--- config.mk ---
export PLATFORM = sky130hd
export DESIGN_NAME = down_counter_la
export DESIGN_NICKNAME = d
export VERILOG_FILES = /design/src/rtl/down_counter_la.sv
export SDC_FILE = /design/constraint.sdc
export NUM_CORES = 1
export LEC_CHECK = 0
export BUFFER_PORTS_ARGS = -buffer_cell sky130_fd_sc_hd__buf_2
export CAP_MARGIN = 30
export CORE_MARGIN = 2
export CORE_UTILIZATION = 60
export CTS_BUF_LIST = sky130_fd_sc_hd__clkbuf_8
export DETAILED_ROUTE_END_ITERATION = 8
export PLACE_DENSITY_LB_ADDON = 0.15
export SYNTH_ARGS = -nofsm -noshare
export SYNTH_HDL_FRONTEND = slang
export SYNTH_SLANG_ARGS = --single-unit
export TNS_END_PERCENT = 1
--- constraint.sdc ---
create_clock -name clk -period 3.41 [get_ports clk]
set_clock_uncertainty 0.2 [all_clocks]
set_input_delay 0.341 -clock clk [delete_from_list [all_inputs] [get_ports clk]]
set_output_delay 0.341 -clock clk [all_outputs]
set_load 0.1 [all_outputs]
--- src/rtl/down_counter_la.sv ---
// rtl/down_counter_la.sv - loadable down counter driven by two free-running prescalers
// Build option: define AUTO_RELOAD_EN to reload the start value on expiry instead of stopping.
module down_counter_la #(
  parameter int W     = 5,
  parameter int PRE_A = 11,
  parameter int PRE_B = 6
) (
  input  logic         clk,
  input  logic         rst,
  input  logic         load,
  input  logic [W-1:0] load_val,
  input  logic         en,
  output logic [W-1:0] count,
  output logic         tick_a,
  output logic         tick_b,
  output logic         busy,
  output logic         done
);

  localparam int AW = (PRE_A > 1) ? $clog2(PRE_A) : 1;
  localparam int BW = (PRE_B > 1) ? $clog2(PRE_B) : 1;

  typedef enum logic [1:0] {
    S_IDLE = 2'd0,
    S_RUN  = 2'd1,
    S_DONE = 2'd2
  } state_t;

  state_t         r_state;
  state_t         w_next;
  logic [AW-1:0]  r_pre_a;
  logic [BW-1:0]  r_pre_b;
  logic [W-1:0]   r_count;
  logic [W-1:0]   r_reload;
  logic           r_done;

  logic           w_active;
  logic           w_tick;
  logic           w_expire;
  logic [W-1:0]   w_expire_val;

  // Prescalers only advance, and ticks only appear, while running and enabled.
  assign w_active = (r_state == S_RUN) && en;
  assign tick_a   = w_active && (r_pre_a == AW'(PRE_A - 1));
  assign tick_b   = w_active && (r_pre_b == BW'(PRE_B - 1));
  // Coincident ticks merge into a single decrement.
  assign w_tick   = tick_a || tick_b;
  assign w_expire = w_tick && (r_count == W'(1));

`ifdef AUTO_RELOAD_EN
  assign w_expire_val = r_reload;
`else
  assign w_expire_val = '0;
  logic w_unused_reload;
  assign w_unused_reload = ^r_reload;
`endif

  assign count = r_count;
  assign busy  = (r_state == S_RUN);
  assign done  = r_done;

  // State register.
  always_ff @(posedge clk or posedge rst) begin
    if (rst) begin
      r_state <= S_IDLE;
    end else begin
      r_state <= w_next;
    end
  end

  // Next state: load wins everywhere; a zero load parks in IDLE without a done pulse.
  always_comb begin
    w_next = r_state;
    if (load) begin
      w_next = (load_val != '0) ? S_RUN : S_IDLE;
    end else begin
      case (r_state)
        S_RUN: begin
          if (w_expire) begin
`ifdef AUTO_RELOAD_EN
            w_next = S_RUN;
`else
            w_next = S_DONE;
`endif
          end
        end
        S_DONE:  w_next = S_IDLE;
        default: w_next = r_state;
      endcase
    end
  end

  // Prescalers: cleared by load and outside RUN, frozen when en is low, wrap at modulus.
  always_ff @(posedge clk or posedge rst) begin
    if (rst) begin
      r_pre_a <= '0;
      r_pre_b <= '0;
    end else if (load || (r_state != S_RUN)) begin
      r_pre_a <= '0;
      r_pre_b <= '0;
    end else if (en) begin
      r_pre_a <= (r_pre_a == AW'(PRE_A - 1)) ? '0 : r_pre_a + 1'b1;
      r_pre_b <= (r_pre_b == BW'(PRE_B - 1)) ? '0 : r_pre_b + 1'b1;
    end
  end

  // Count, reload register and done pulse; count saturates at zero.
  always_ff @(posedge clk or posedge rst) begin
    if (rst) begin
      r_count  <= '0;
      r_reload <= '0;
      r_done   <= 1'b0;
    end else begin
      r_done <= 1'b0;
      if (load) begin
        r_count  <= load_val;
        r_reload <= load_val;
      end else if (w_tick && (r_count != '0)) begin
        if (w_expire) begin
          r_done  <= 1'b1;
          r_count <= w_expire_val;
        end else begin
          r_count <= r_count - 1'b1;
        end
      end
    end
  end

endmodule

==> results.toml <==
[status]
status = "completed"

[clock_tree]
cts_tree = "built"
h-tree-depth = 1
post_cts_buffers = 0
clockRootBuffer = "clkbuf_8"
clock_sinks = 15
clk_latency_ns = 0.25
cts_buffers = 3
clockBufferDepth = 2
cts_resized = 0
clk_pin_slew_ns = 0.06

[placed_design]
dp_slack_ns = 1.42
port_buffers = 17
dp_hpwl_mm = 1.41
gp_congestion = 0.819

[global_routing]
grt_overflow = 0
grt_first_pass_wirelength_mm = 3.16
grt_pass1_vias = 732
antenna_found_initial = 0
grt_usage_pct = 23.4
grt_max_degree = 16

[synthesis]
seq_area_frac_synth_pct = 40.8
synth_top_cell_by_area = "dfrtp_1"
synth_top_area_share_pct = 40.8
synth.top_cells.by_area = "dfrtp_1 (41%), ha_1 (6.8%), nor2_1 (6.1%), nand2_1 (4.9%), nand3b_4 (4.4%)"
ys_warn_count = 0
syn_inst = 101
syn-mean-instance-area_um2 = 9.11
ys_types = 32
synth_nets = 115
ys_seq_elements = 15
netlist_area_um2 = 920

[final_layout]
drive_gt1_share_pct = 21.5
fill_cells = 119
nets = 136
mostFrequentLayoutCell = "buf_2"
synthToLayoutAreaGrowth_pct = 15.8
antenna_cells = 0
final_cell_mix = "buf_2 (17), nor2_1 (15), dfrtp_1 (15)"

[timing]
finalCriticalPeriod_ns = 2.20
max_freq_mhz = 454
final-setup-viol-count = 0
tns_ns = 0
worstMarginPinSlew_ns = 0.589
hold_viol = 0
rsz0062_at_grt = "no"
fin_ws_ns = 1.21
maxSlewViolCount = 0
period_share_pct = 64.5
max_slew_margin_pct = 60.7

[detailed_routing]
avgRoutedWirePerCell_um = 13.7
drc = 0
vias_per_cell = 5.90
drtPass1Iterations = 4
drt-initial-drc-count = 12
final_antenna_net_count = 0
wl_mm = 1.88
vias = 808

[die]
die_area_um2 = 1860
io_pins = 18
initial_core_util_pct = 62.5
row_count = 14
die_h_um = 43.2
core-area_um2 = 1470
fp.dieW_um = 43.2

[critical_path]
worstPathArrival_ns = 1.66
cp_slowest_cell = "buf_2"
cp-end-kind = "output port"
path_cells = "inv_1 -> ha_1 -> nand3b_4 -> nor2_1 -> buf_2"
start_kind = "flop"
path_class = "flop to output port"
max_stage_delay_ns = 0.43
required_ns = 2.87
cp_max_fo = 7

[pwr]
vdd.ir_drop.worst_v = 0.000324
leakage_nw = 0.558
p_per_area_nw_per_um2 = 421

[worst_hold_path]
hold_class = "input pin to flop"

[job]
drv_cap = 0
metrics by stage:
stage / instances / hold WS [ns] / cell area, um^2 / util [%] / total power, mW
floorplan: 101 / 0.0425 / 920 / - / 0.284
global placement: 132 / 0.224 / 1010 / 68.6 / 0.304
detailed placement: 132 / 0.237 / 1010 / 68.6 / 0.306
CTS: 137 / 0.126 / 1060 / 72.4 / 0.449
global route: 137 / 0.143 / 1060 / 72.4 / 0.464
finish: 137 / 0.122 / 1060 / 72.4 / 0.448
layout make-up:
cell class                 count  area (um^2)  area share, %
clock buffer                   3         41.3           3.88
clock inverter                 1         3.75          0.353
inverter                       8         30.0           2.82
multi-input combinational     76          499           46.9
sequential                    15          375           35.3
tap                           16         20.0           1.88
timing repair buffer          18         95.1           8.93
cells by family (layout without fill, tap and decap cells):
group / Yosys count / count (layout) / share of synthesized area [%]
AND/OR/NAND/NOR: 45 / 45 / 27.1
AO/OA/AOI/OAI: 21 / 21 / 14.8
flip-flops: 15 / 15 / 40.8
buffers and inverters: 10 / 30 / 4.90
adder cells (fa/ha/maj): 5 / 5 / 6.80
multiplexers: 4 / 4 / 4.63
XOR/XNOR: 1 / 1 / 0.953
what timing repair did:
| item | in CTS | in global routing |
|---|---|---|
| endpoints found under the hold margin | 15 | 0 |
| hold buffers | 1 | 0 |
| setup endpoints to repair | 0 | 0 |
sequential cells by signal (all words and copies together) (netlist names):
signal and flops:
r_state 2, r_pre_a 4, done 1, count 5, r_pre_b 3
cell usage after synthesis:
cell,count
a21oi_1,6
or3_1,1
clkbuf_1,1
o311ai_0,1
ha_1,5
mux2_2,2
nor3b_1,2
xnor2_1,1
mux2i_1,2
o21ai_0,5
or4_1,2
a211oi_1,2
dfrtp_1,15
a31oi_1,1
nand3b_2,1
a2111oi_2,1
o31ai_1,2
inv_1,8
nand3b_1,1
nand2_1,12
nand2b_1,1
nor2b_1,1
buf_6,1
nor3_1,2
nor2_1,15
nand4_1,1
o21ai_1,1
nand3_1,3
a211o_1,1
nor4b_1,1
a21boi_0,1
nand3b_4,2
where the power goes:
part	total (mW)	switching [mW]	internal (mW)
logic	0.105	0.0798	0.0253
clock network	0.144	0.0642	0.0798
registers	0.199	0.0121	0.187
total	0.448	0.156	0.292
metal layers:
layer,track usage (%),routed length (um)
met1,30.9,820
met2,36.4,897
met3,3.83,125
met4,12.7,37
met5,0,0
final timing paths:
kind,from,to,slack [ns],cells past startpoint
hold reg to reg,r_state[1],r_state[1],0.34,2
setup / recovery,r_pre_a[0],tick_a,1.21,5
setup reg to reg,r_pre_a[0],count[2],1.40,6
min in group asynchronous,rst,r_pre_a[0],0.50,3
max in group asynchronous,rst,r_pre_b[2],2.13,3
hold / removal,load_val[0],count[0],0.12,3
worst max-delay path, delay by kind of cell (launching register included):
kind	cells	cell delay, ns
flops	1	0.41
simple gates	2	0.25
buf+inv	2	0.52
fa+ha+maj	1	0.23
(Power assumes the default switching activity.)
